## config.mk

```make
export PLATFORM = sky130hd
export DESIGN_NAME = i2c_byte_sequencer_flat
export DESIGN_NICKNAME = d
export VERILOG_FILES = /design/src/rtl/i2c_byte_sequencer_pkg.sv /design/src/rtl/i2c_byte_sequencer_if.sv /design/src/rtl/i2c_byte_sequencer_cmd_issue.sv /design/src/rtl/i2c_byte_sequencer.sv /design/src/flat_wrapper.sv
export SDC_FILE = /design/constraint.sdc
export NUM_CORES = 1
export LEC_CHECK = 0
export ABC_AREA = 1
export CAP_MARGIN = 5
export CORE_MARGIN = 3
export CORE_UTILIZATION = 51
export CTS_CLUSTER_SIZE = 25
export DETAILED_ROUTE_END_ITERATION = 10
export PLACE_DENSITY = 0.81
export SKIP_CTS_REPAIR_TIMING = 1
export SYNTH_ARGS = -nofsm -noshare
export SYNTH_HDL_FRONTEND = slang
export SYNTH_SLANG_ARGS = --single-unit
```

## constraint.sdc

```tcl
create_clock -name clk -period 2.74 [get_ports clk]
set_clock_uncertainty 0.15 [all_clocks]
set_input_delay 0.274 -clock clk [delete_from_list [all_inputs] [get_ports clk]]
set_output_delay 0.274 -clock clk [all_outputs]
set_load 0.005 [all_outputs]
```

## src/rtl/i2c_byte_sequencer_pkg.sv

```systemverilog
// i2c_seq_pkg: command bits, state encodings and defaults shared by the I2C byte sequencer.
package i2c_seq_pkg;
  localparam int DEF_LEN_W   = 5;
  localparam int DEF_TIMEOUT = 1023;
  localparam int B_START = 0;
  localparam int B_STOP  = 1;
  localparam int B_WRITE = 2;
  localparam int B_READ  = 3;
  localparam int B_ACK   = 4;
  localparam logic [7:0] CMD_START = 8'(1 << B_START);
  localparam logic [7:0] CMD_STOP  = 8'(1 << B_STOP);
  localparam logic [7:0] CMD_WRITE = 8'(1 << B_WRITE);
  localparam logic [7:0] CMD_READ  = 8'(1 << B_READ);
  localparam logic [7:0] CMD_ACK   = 8'(1 << B_ACK);
  localparam logic [2:0] ST_IDLE  = 3'd0;
  localparam logic [2:0] ST_ADDR  = 3'd1;
  localparam logic [2:0] ST_WR    = 3'd2;
  localparam logic [2:0] ST_RD    = 3'd3;
  localparam logic [2:0] ST_STOP  = 3'd4;
  localparam logic [2:0] ST_ABORT = 3'd5;
  localparam logic [2:0] ST_DONE  = 3'd6;
  typedef enum logic [2:0] {
    S_IDLE = ST_IDLE, S_ADDR = ST_ADDR, S_WR = ST_WR, S_RD = ST_RD,
    S_STOP = ST_STOP, S_ABORT = ST_ABORT, S_DONE = ST_DONE
  } state_t;
  typedef enum logic [1:0] {P_IDLE, P_RISE, P_FALL} phase_t;
endpackage

```

## src/rtl/i2c_byte_sequencer_if.sv

```systemverilog
// i2c_byte_sequencer_if: request/stream side and byte-core side of the sequencer.
interface i2c_byte_sequencer_if import i2c_seq_pkg::*; #(parameter int LEN_W = DEF_LEN_W);
  logic             req_valid, req_ready, req_rw;
  logic [6:0]       req_addr;
  logic [LEN_W-1:0] req_len;
  logic [7:0]       wr_data, rd_data;
  logic             wr_valid, wr_ready, rd_valid, done;
  logic             err_nack, err_al, err_to;
  logic [7:0]       core_cmd, core_din, core_dout;
  logic             core_ena, core_busy, core_ack, core_al;
  modport slave (
    input  req_valid, req_addr, req_rw, req_len, wr_data, wr_valid,
           core_busy, core_ack, core_al, core_dout,
    output req_ready, wr_ready, rd_data, rd_valid, done, err_nack, err_al, err_to,
           core_cmd, core_din, core_ena
  );
  modport master (
    output req_valid, req_addr, req_rw, req_len, wr_data, wr_valid,
           core_busy, core_ack, core_al, core_dout,
    input  req_ready, wr_ready, rd_data, rd_valid, done, err_nack, err_al, err_to,
           core_cmd, core_din, core_ena
  );
endinterface

```

## src/rtl/i2c_byte_sequencer_cmd_issue.sv

```systemverilog
// i2c_cmd_issue: pulses one core command, times out the busy rise, reports completion on busy fall.
module i2c_cmd_issue import i2c_seq_pkg::*; #(
  parameter int TIMEOUT = DEF_TIMEOUT
) (
  input  logic       clk,
  input  logic       rst_n,
  input  logic       start,
  input  logic [7:0] cmd,
  input  logic       busy,
  input  logic       ack,
  input  logic       al,
  input  logic [7:0] dout,
  output logic [7:0] core_cmd,
  output logic       cmp,
  output logic       cmp_ack,
  output logic       cmp_al,
  output logic [7:0] cmp_dout,
  output logic       to_err
);
  localparam int TW = $clog2(TIMEOUT + 1);
  phase_t        phase;
  logic [TW-1:0] cnt;
  // to_err fires early enough that the consumer's registered flag lands TIMEOUT cycles after the pulse
  always_ff @(posedge clk or negedge rst_n)
    if (!rst_n) begin
      phase    <= P_IDLE;
      cnt      <= '0;
      core_cmd <= '0;
      cmp      <= 1'b0;
      cmp_ack  <= 1'b0;
      cmp_al   <= 1'b0;
      cmp_dout <= '0;
      to_err   <= 1'b0;
    end else begin
      core_cmd <= (phase == P_IDLE && start) ? cmd : 8'h00;
      cmp      <= 1'b0;
      to_err   <= 1'b0;
      case (phase)
        P_IDLE: if (start) begin
          phase <= P_RISE;
          cnt   <= '0;
        end
        P_RISE: if (busy) phase <= P_FALL;
          else if (cnt == TW'(TIMEOUT - 2)) begin
            to_err <= 1'b1;
            phase  <= P_IDLE;
          end else cnt <= cnt + 1'b1;
        P_FALL: if (!busy) begin
          cmp      <= 1'b1;
          cmp_ack  <= ack;
          cmp_al   <= al;
          cmp_dout <= dout;
          phase    <= P_IDLE;
        end
        default: phase <= P_IDLE;
      endcase
    end
endmodule

```

## src/rtl/i2c_byte_sequencer.sv

```systemverilog
// i2c_byte_sequencer: expands one address/length request into START, data bytes and STOP for the byte core.
module i2c_byte_sequencer import i2c_seq_pkg::*; #(
  parameter int LEN_W   = DEF_LEN_W,
  parameter int TIMEOUT = DEF_TIMEOUT
) (
  input logic clk,
  input logic rst_n,
  i2c_byte_sequencer_if.slave bus
);
  state_t           state;
  logic             pend, rw, start, cmp, c_ack, c_al, to_err;
  logic [7:0]       cmd, c_dout;
  logic [LEN_W-1:0] cnt, cnt_nx;
  assign cnt_nx = cnt - LEN_W'(cnt != '0);
  // pend blocks a new command until the previous one completes or times out
  always_comb begin
    start = !pend && (state == S_IDLE ? bus.req_valid && bus.req_ready :
                      state == S_WR   ? bus.wr_valid :
                      state == S_RD || state == S_STOP);
    cmd   = state == S_IDLE ? (CMD_START | CMD_WRITE) :
            state == S_WR   ? CMD_WRITE :
            state == S_RD   ? (CMD_READ | (cnt != LEN_W'(1) ? CMD_ACK : 8'h00)) : CMD_STOP;
  end
  i2c_cmd_issue #(.TIMEOUT(TIMEOUT)) u_issue (
    .clk(clk), .rst_n(rst_n), .start(start), .cmd(cmd),
    .busy(bus.core_busy), .ack(bus.core_ack), .al(bus.core_al), .dout(bus.core_dout),
    .core_cmd(bus.core_cmd), .cmp(cmp), .cmp_ack(c_ack), .cmp_al(c_al), .cmp_dout(c_dout),
    .to_err(to_err)
  );
  always_ff @(posedge clk or negedge rst_n)
    if (!rst_n) begin
      state         <= S_IDLE;
      pend          <= 1'b0;
      rw            <= 1'b0;
      cnt           <= '0;
      bus.req_ready <= 1'b1;
      bus.core_ena  <= 1'b0;
      bus.core_din  <= '0;
      bus.wr_ready  <= 1'b0;
      bus.rd_valid  <= 1'b0;
      bus.rd_data   <= '0;
      bus.done      <= 1'b0;
      bus.err_nack  <= 1'b0;
      bus.err_al    <= 1'b0;
      bus.err_to    <= 1'b0;
    end else begin
      bus.wr_ready <= 1'b0;
      bus.rd_valid <= 1'b0;
      bus.done     <= 1'b0;
      if (start) pend <= 1'b1;
      if (to_err) begin
        pend       <= 1'b0;
        bus.err_to <= 1'b1;
        bus.done   <= 1'b1;
        state      <= S_DONE;
      end else case (state)
        S_IDLE: if (start) begin
          bus.req_ready <= 1'b0;
          bus.core_ena  <= 1'b1;
          bus.core_din  <= {bus.req_addr, bus.req_rw};
          bus.err_nack  <= 1'b0;
          bus.err_al    <= 1'b0;
          bus.err_to    <= 1'b0;
          cnt           <= bus.req_len;
          rw            <= bus.req_rw;
          state         <= S_ADDR;
        end
        S_ADDR: if (cmp) begin
          pend <= 1'b0;
          if (c_al) begin
            bus.err_al <= 1'b1;
            state      <= S_ABORT;
          end else if (!c_ack) begin
            bus.err_nack <= 1'b1;
            state        <= S_STOP;
          end else state <= cnt == '0 ? S_STOP : rw ? S_RD : S_WR;
        end
        S_WR: begin
          if (start) begin
            bus.wr_ready <= 1'b1;
            bus.core_din <= bus.wr_data;
          end
          if (cmp) begin
            pend <= 1'b0;
            if (c_al) begin
              bus.err_al <= 1'b1;
              state      <= S_ABORT;
            end else if (!c_ack) begin
              bus.err_nack <= 1'b1;
              state        <= S_STOP;
            end else begin
              cnt <= cnt_nx;
              if (cnt_nx == '0) state <= S_STOP;
            end
          end
        end
        S_RD: if (cmp) begin
          pend <= 1'b0;
          if (c_al) begin
            bus.err_al <= 1'b1;
            state      <= S_ABORT;
          end else begin
            bus.rd_data  <= c_dout;
            bus.rd_valid <= 1'b1;
            cnt          <= cnt_nx;
            if (cnt_nx == '0) state <= S_STOP;
          end
        end
        S_STOP: if (cmp) begin
          pend <= 1'b0;
          if (c_al) bus.err_al <= 1'b1;
          bus.done <= 1'b1;
          state    <= S_DONE;
        end
        S_ABORT: begin
          bus.done <= 1'b1;
          state    <= S_DONE;
        end
        S_DONE: begin
          bus.core_ena  <= 1'b0;
          bus.req_ready <= 1'b1;
          state         <= S_IDLE;
        end
        default: state <= S_IDLE;
      endcase
    end
endmodule

```

## src/flat_wrapper.sv

```systemverilog
// flat-port wrapper written by rule: the top's interface ports become plain ports
module i2c_byte_sequencer_flat import i2c_seq_pkg::*;
#(
  parameter int LEN_W   = DEF_LEN_W,
  parameter int TIMEOUT = DEF_TIMEOUT
)
  (clk, rst_n, bus_req_valid, bus_req_addr, bus_req_rw, bus_req_len, bus_wr_data, bus_wr_valid, bus_core_busy, bus_core_ack, bus_core_al, bus_core_dout, bus_req_ready, bus_wr_ready, bus_rd_data, bus_rd_valid, bus_done, bus_err_nack, bus_err_al, bus_err_to, bus_core_cmd, bus_core_din, bus_core_ena);
  i2c_byte_sequencer_if #(.LEN_W(LEN_W)) bus_i ();
  input logic clk;
  input logic rst_n;
  input wire logic [$bits(bus_i.req_valid)-1:0] bus_req_valid;
  input wire logic [$bits(bus_i.req_addr)-1:0] bus_req_addr;
  input wire logic [$bits(bus_i.req_rw)-1:0] bus_req_rw;
  input wire logic [$bits(bus_i.req_len)-1:0] bus_req_len;
  input wire logic [$bits(bus_i.wr_data)-1:0] bus_wr_data;
  input wire logic [$bits(bus_i.wr_valid)-1:0] bus_wr_valid;
  input wire logic [$bits(bus_i.core_busy)-1:0] bus_core_busy;
  input wire logic [$bits(bus_i.core_ack)-1:0] bus_core_ack;
  input wire logic [$bits(bus_i.core_al)-1:0] bus_core_al;
  input wire logic [$bits(bus_i.core_dout)-1:0] bus_core_dout;
  output wire logic [$bits(bus_i.req_ready)-1:0] bus_req_ready;
  output wire logic [$bits(bus_i.wr_ready)-1:0] bus_wr_ready;
  output wire logic [$bits(bus_i.rd_data)-1:0] bus_rd_data;
  output wire logic [$bits(bus_i.rd_valid)-1:0] bus_rd_valid;
  output wire logic [$bits(bus_i.done)-1:0] bus_done;
  output wire logic [$bits(bus_i.err_nack)-1:0] bus_err_nack;
  output wire logic [$bits(bus_i.err_al)-1:0] bus_err_al;
  output wire logic [$bits(bus_i.err_to)-1:0] bus_err_to;
  output wire logic [$bits(bus_i.core_cmd)-1:0] bus_core_cmd;
  output wire logic [$bits(bus_i.core_din)-1:0] bus_core_din;
  output wire logic [$bits(bus_i.core_ena)-1:0] bus_core_ena;
  assign bus_i.req_valid = bus_req_valid;
  assign bus_i.req_addr = bus_req_addr;
  assign bus_i.req_rw = bus_req_rw;
  assign bus_i.req_len = bus_req_len;
  assign bus_i.wr_data = bus_wr_data;
  assign bus_i.wr_valid = bus_wr_valid;
  assign bus_i.core_busy = bus_core_busy;
  assign bus_i.core_ack = bus_core_ack;
  assign bus_i.core_al = bus_core_al;
  assign bus_i.core_dout = bus_core_dout;
  assign bus_req_ready = bus_i.req_ready;
  assign bus_wr_ready = bus_i.wr_ready;
  assign bus_rd_data = bus_i.rd_data;
  assign bus_rd_valid = bus_i.rd_valid;
  assign bus_done = bus_i.done;
  assign bus_err_nack = bus_i.err_nack;
  assign bus_err_al = bus_i.err_al;
  assign bus_err_to = bus_i.err_to;
  assign bus_core_cmd = bus_i.core_cmd;
  assign bus_core_din = bus_i.core_din;
  assign bus_core_ena = bus_i.core_ena;
  i2c_byte_sequencer #(.LEN_W(LEN_W), .TIMEOUT(TIMEOUT)) u_core (.clk(clk), .rst_n(rst_n), .bus(bus_i));
endmodule
```

==> flow_metrics.env, run 1 <==
export IMPL_switching_power_w=0.001499
export IMPL_status="complete, no violations"
export IMPL_cts_tree="built"
export IMPL_clock_tree_root_cell="clkbuf_8"
export IMPL_cp_arrival_ps=2330
export IMPL_setup_tns_final_ps=0
export IMPL_synth_most_common_cell="nand2_1"
export IMPL_fin_crit_sh_pct=82.37
export IMPL_drt_wl_total_um=6952
export IMPL_p_total_w=0.003933
export IMPL_ys_ff_latch=63
export IMPL_clk_latency_ps=340
export IMPL_yosys_area_top_type_share_pct=49.62
export IMPL_syn_inst=385
export IMPL_report_final_slew_viol_count=0
export IMPL_ant_nets=0
export IMPL_post_drt_wl_per_cell_um=13.02
export IMPL_setup_viol=0
export IMPL_grt_pass1_wl_um=12230
export IMPL_fillers=457
export IMPL_synth_top_flop_cell="dfrtp_1"
export IMPL_power_frac_comb_pct=40.7
export IMPL_cp_end_kind="register"
export IMPL_viasPerCell=5.075
export IMPL_ir_worst_vdd_uv=538.0
export IMPL_synth_edf_count=0
export IMPL_p_int_w=0.002434
export IMPL_dieArea_um2=7106
export IMPL_first_pass_iters=4
export IMPL_design_area_um2=4051
export IMPL_dp_hpwl_um=5095
export IMPL_syn_avg_cell_area_um2=8.121
export IMPL_vias=2710
export IMPL_slowest_stage="dfrtp_1"
export IMPL_ys_seq_area_share_pct=50.46
export IMPL_max_stage_delay_ps=420
export IMPL_swShare_pct=38.11
export IMPL_fin_ws_ps=483.1
export IMPL_rows=27
export IMPL_crit_required_ps=2820
export IMPL_grt_overflow=0
export IMPL_grt_usage_pct=21.33
export IMPL_nets=497
export IMPL_design_core_area_um2=5709
export IMPL_grt_pass1_vias=2786
export IMPL_async_flop_share_pct=100.0
export IMPL_dp_slack_ps=514.9
export IMPL_diodes=0
export IMPL_place_gp_congestion=0.9078
export IMPL_worst_path_most_repeated_cell="nand2_1"
export IMPL_die_h_um=84.30
export IMPL_place_area_um2=3829
export IMPL_path_cells="nor2_1 > nand4_1 > ha_1 > ha_1 > nand2_1 > nand3b_1 > nor2_1 > nand2_1 > nand2_1 > nand2_1 > nand3_1 > nand2_1"
export IMPL_cts_buffers_inserted=9
export IMPL_yosysWarnings=0
export IMPL_power_frac_seq_pct=37.3
export IMPL_path_max_fanout=5
export IMPL_fmax_ghz=0.4431
export IMPL_drtIter0Drc=157
export IMPL_io_buffers=64
export IMPL_leakagePower_nw=1.971
export IMPL_clock_sinks=63
export IMPL_yosys_top_cells_area="dfrtp_1 50%, nand2_1 13%, o21ai_0 5.6%, inv_1 5.5%, nand3_1 3.5%"
export IMPL_synth_common_cells="107 x nand2_1, 62 x dfrtp_1, 46 x inv_1, 35 x o21ai_0, 27 x nor2_1"
export IMPL_ys_types=33
export IMPL_area_delta_synth_final_pct=29.57
export IMPL_clkPwrFrac_pct=22.0
export IMPL_start_util_pct=54.77
export IMPL_drive_gt1_share_pct=8.009
export IMPL_rsz0062_at_grt="false"
export IMPL_crit_path_start_kind="register"
export IMPL_grt_max_degree=35
export IMPL_h_tree_depth=3
export IMPL_clkTransAtPathRegs_ps=70
export IMPL_crit_type="register to register"
export IMPL_clockBufferDepth=2
export IMPL_antenna_found_initial=0
export IMPL_chipWidth_um=84.30
export IMPL_finalCriticalPeriod_ps=2257
export IMPL_worst_pin_slew_ps=524.7
export IMPL_top_level_ports=68
export IMPL_p_per_area_nw_per_um2=970.7
export IMPL_netlist_area_um2=3127
export IMPL_cap_violations=0
export IMPL_hold_viol_final=0
export IMPL_yosysTopAreaCell="dfrtp_1"
export IMPL_drc=0
export IMPL_slew_headroom_pct=64.93
export IMPL_final_core_util_pct=70.96
export IMPL_hp_class="input pin to async pin"
## flip-flops by register name (all words and copies together), names as in the netlist, 2 cells and up
| name | count |
|---|---|
| u_core.bus.core_din | 8 |
| u_core.bus.rd_data | 8 |
| u_core.cnt | 5 |
| u_core.state | 3 |
| u_core.u_issue.cmp_dout | 8 |
| u_core.u_issue.cnt | 10 |
| u_core.u_issue.core_cmd | 5 |
| u_core.u_issue.phase | 2 |
## final timing paths
check | startpoint | to | slack (ps) | cells past startpoint
min in group clk | u_core.bus.req_ready$_DFFE_PN1P_ | u_core.bus.req_ready$_DFFE_PN1P_ | 320 | 2
worst max-delay path | u_core.cnt[2]$_DFFE_PN0P_ | u_core.state[0]$_DFFE_PN0P_ | 480 | 12
worst min-delay path | rst_n | u_core.bus.rd_data[2]$_DFFE_PN0P_ | 170 | 2
worst max register to register | u_core.cnt[2]$_DFFE_PN0P_ | u_core.state[0]$_DFFE_PN0P_ | 480 | 12
max in group asynchronous | rst_n | u_core.bus.req_ready$_DFFE_PN1P_ | 1540 | 3
worst min register to register | u_core.bus.req_ready$_DFFE_PN1P_ | u_core.bus.req_ready$_DFFE_PN1P_ | 320 | 2
## critical path, delay by kind of cell (launching register included)
family        cells  cell delay (ps)
flops             1              420
simple gates     10             1000
fa+ha+maj         2              570
## layout make-up
type                            instances  area, µm²  share of cell area (%)
Inverter                               53      201.4                   4.972
Timing Repair Buffer                   69      675.6                   16.68
Tap cell                               72      90.09                   2.224
Sequential cell                        63       1578                   38.94
Multi-Input combinational cell        261       1294                   31.93
Clock inverter                          6      85.08                   2.100
Clock buffer                           10      127.6                   3.150
## metrics by stage
step           cells  hold WS [ps]
5_1_grt          534         153.5
3_3_place_gp     517         2.141
6_report         534         171.3
3_5_place_dp     517         1.278
2_1_floorplan    387        -171.6
4_1_cts          533        -369.3
## cell usage in the layout, fill, tap and decap left out, drive strengths merged
cell type / n
dfstp: 1
nor2: 30
dlygate4sd3: 1
nor3: 7
o22ai: 1
conb: 3
o21a: 1
ha: 4
o21ai: 51
xor2: 5
clkdlybuf4s50: 63
clkinv: 4
nand4: 3
inv: 51
nand2: 111
nand3b: 3
mux2i: 7
clkinvlp: 2
bufinv: 2
a21oi: 6
xnor2: 1
clkbuf: 10
nand3: 26
nor3b: 1
dfrtp: 62
buf: 5
a21boi: 1
## power by group through the flow
stage / clock network (W) / logic, W / registers (W)
2_1_floorplan: 0 / 0.00104 / 0.00145
3_3_place_gp: 0 / 0.00154 / 0.00147
3_5_place_dp: 0 / 0.00159 / 0.00148
4_1_cts: 0.000883 / 0.00160 / 0.00147
5_1_grt: 0.000931 / 0.00182 / 0.00151
6_report: 0.000865 / 0.00160 / 0.00147
## per-layer routing
layer  wire length (µm)  share of wire (%)  GRT usage, %
met5                  0                  0             0
met4                 41               0.59         6.579
met3                370                5.3         6.673
met2               3605                 52         37.09
met1               2935                 42         25.22
## logic make-up after synthesis
kind of cell               Yosys count  share of synthesized area [%]
and+or+nand+nor                    181                          25.69
DFF                                 63                          50.46
buffers and inverters               63                          8.403
AOI/OAI and AO/OA                   60                          9.804
muxes                                7                          2.241
xor gates and xnor gates             6                          1.681
adders and majority gates            4                          1.601
other                                1                         0.1199
No activity file was read; power rests on OpenSTA's default activity.
==> inputs of run 2 (changes only) <==
==> constraint.sdc (replaced) <==
create_clock -name clk -period 2.3 [get_ports clk]
set_clock_uncertainty 0.15 [all_clocks]
set_input_delay 0.23 -clock clk [delete_from_list [all_inputs] [get_ports clk]]
set_output_delay 0.23 -clock clk [all_outputs]
set_load 0.005 [all_outputs]
==> flow_metrics.env, run 2 (synthesis gave the netlist of run 1 again) <==
export IMPL_leakagePower_nw=1.970
export IMPL_grt_util_met2_pct=34.86
export IMPL_start_util_pct=54.77
export IMPL_chipWidth_um=84.30
export IMPL_top_usage_layer="met2"
export IMPL_nets=497
export IMPL_setup_viol=0
export IMPL_area_delta_synth_final_pct=29.97
export IMPL_clkTransAtPathRegs_ps=80
export IMPL_clock_tree_root_cell="clkbuf_8"
export IMPL_grt_usage_pct=21.53
export IMPL_design_core_area_um2=5709
export IMPL_fmax_ghz=0.4582
export IMPL_clock_sinks=63
export IMPL_top_register="u_core.u_issue.cnt"
export IMPL_multiInputGateArea_um2=1301
export IMPL_top_level_ports=68
export IMPL_design_area_um2=4064
export IMPL_cap_violations=0
export IMPL_drtIter0Drc=139
export IMPL_p_per_area_nw_per_um2=1153
export IMPL_io_buffers=64
export IMPL_place_gp_congestion=0.8955
export IMPL_largest_reg_flops=10
export IMPL_grt_max_degree=43
export IMPL_cp_arrival_ps=2270
export IMPL_die_h_um=84.30
export IMPL_dieArea_um2=7106
export IMPL_grt_overflow=0
export IMPL_ir_worst_vdd_uv=642.3
export IMPL_cp_startpoint="u_core.cnt[3]$_DFFE_PN0P_"
export IMPL_fillers=451
export IMPL_power_frac_seq_pct=37.6
export IMPL_hp_class="input pin to async pin"
export IMPL_ant_nets=0
export IMPL_fin_crit_sh_pct=94.88
export IMPL_grt_pass1_wl_um=12450
export IMPL_crit_type="register to register"
export IMPL_cts_tree="built"
export IMPL_power_frac_comb_pct=41.5
export IMPL_clockBufferDepth=2
export IMPL_antenna_found_initial=0
export IMPL_clk_latency_ps=340
export IMPL_post_drt_wl_per_cell_um=13.13
export IMPL_path_max_fanout=4
export IMPL_cp_end_kind="register"
export IMPL_cts_buffers_inserted=9
export IMPL_slew_headroom_pct=64.04
export IMPL_dp_hpwl_um=5070
export IMPL_layout_common_cells="107 x nand2_1, 63 x clkdlybuf4s50_1, 61 x dfrtp_1"
export IMPL_met3_usage_pct=7.066
export IMPL_drc=0
export IMPL_report_final_slew_viol_count=0
export IMPL_h_tree_depth=3
export IMPL_globalRouteMet1Util_pct=26.89
export IMPL_finalCriticalPeriod_ps=2182
export IMPL_drt_wl_total_um=7013
export IMPL_place_area_um2=3834
export IMPL_status="complete, no violations"
export IMPL_hold_viol_final=0
export IMPL_seq_area_um2=1579
export IMPL_rsz0062_at_grt="false"
export IMPL_viasPerCell=5.105
export IMPL_crit_required_ps=2390
export IMPL_r2r_start="u_core.cnt[3]$_DFFE_PN0P_"
export IMPL_first_pass_iters=4
export IMPL_switching_power_w=0.001863
export IMPL_dp_cells=516
export IMPL_diodes=0
export IMPL_fin_cells=534
export IMPL_clkPwrFrac_pct=21.0
export IMPL_p_int_w=0.002821
export IMPL_vias=2726
export IMPL_grt_pass1_vias=2786
export IMPL_worst_pin_slew_ps=538.1
export IMPL_setup_tns_final_ps=0
export IMPL_swShare_pct=39.77
export IMPL_final_core_util_pct=71.18
export IMPL_crit_path_start_kind="register"
export IMPL_final_common_cell="nand2_1"
export IMPL_rows=27
export IMPL_drive_gt1_share_pct=8.658
run 2: changes by cell type in the layout (fill, tap and decap cells not counted), sizes merged:
cell    previous run  this run
clkbuf            10         9
bufinv             2         1
inv               51        53
run 2: path summary, 6_finish.rpt:
kind / slack [ps] / cells past startpoint / end
worst max-delay path: 120 / 12 / u_core.state[0]$_DFFE_PN0P_
worst min-delay path: 230 / 2 / u_core.u_issue.cmp_dout[6]$_DFFE_PN0P_
worst max register to register: 120 / 12 / u_core.state[0]$_DFFE_PN0P_
worst min register to register: 320 / 2 / u_core.bus.req_ready$_DFFE_PN1P_
max in group asynchronous: 1180 / 3 / u_core.bus.core_din[1]$_DFFE_PN0P_
min in group clk: 300 / 3 / u_core.u_issue.cmp_dout[6]$_DFFE_PN0P_
run 2: per-layer routing:
layer,routed length [µm],part of all wire (%)
met2,3546,51
met4,121,1.7
met1,2946,42
met3,399,5.7
met5,0,0
run 2: final cells by class:
type	count	area share, %
flip-flops and latches	63	38.85
multi-input cells	261	32.02
repair buffers	69	16.93
inverters	53	4.957
clock buffers	9	3.048
well taps	72	2.217
clock inverters	7	1.970
run 2: per-stage QoR:
step                      hold WS, ps  total power [W]  setup WS [ps]
after floorplan                -215.6         0.002957          257.9
after global routing            272.7         0.005092          4.177
after detailed placement        83.93         0.003662          45.97
final                           228.0         0.004684          117.7
after CTS                      -295.6         0.004658          23.45
after global placement          78.03         0.003579          150.8
run 2: critical path, stage by stage, from the launching register on:
cell      delay [ps]
dfrtp_1          450
nor2_4           170
nand4_1          120
ha_1             250
ha_1             320
nand2_1           50
nand3b_1         150
nor2_1           110
nand2_1           90
nand2_1           70
nand2_1           50
nand3_1           60
nand2_1           50
run 2: power groups by stage:
| stage | logic (W) | registers (W) | clock network, W |
|---|---|---|---|
| floorplan | 0.00123 | 0.00172 | 0 |
| global placement | 0.00183 | 0.00175 | 0 |
| detailed placement | 0.00190 | 0.00176 | 0 |
| CTS | 0.00192 | 0.00174 | 0.000998 |
| global route | 0.00222 | 0.00182 | 0.00106 |
| finish | 0.00194 | 0.00176 | 0.000982 |
==> inputs of run 3 (changes only) <==
--- a/config.mk
+++ b/config.mk
@@ -6,7 +6,7 @@
 export NUM_CORES = 1
 export LEC_CHECK = 0
 export ABC_AREA = 1
-export CAP_MARGIN = 5
+export CAP_MARGIN = 20
 export CORE_MARGIN = 3
 export CORE_UTILIZATION = 51
 export CTS_CLUSTER_SIZE = 25
==> results of run 3 <==
Same layout as run 2: the final DEF is identical, and so are final timing and power.
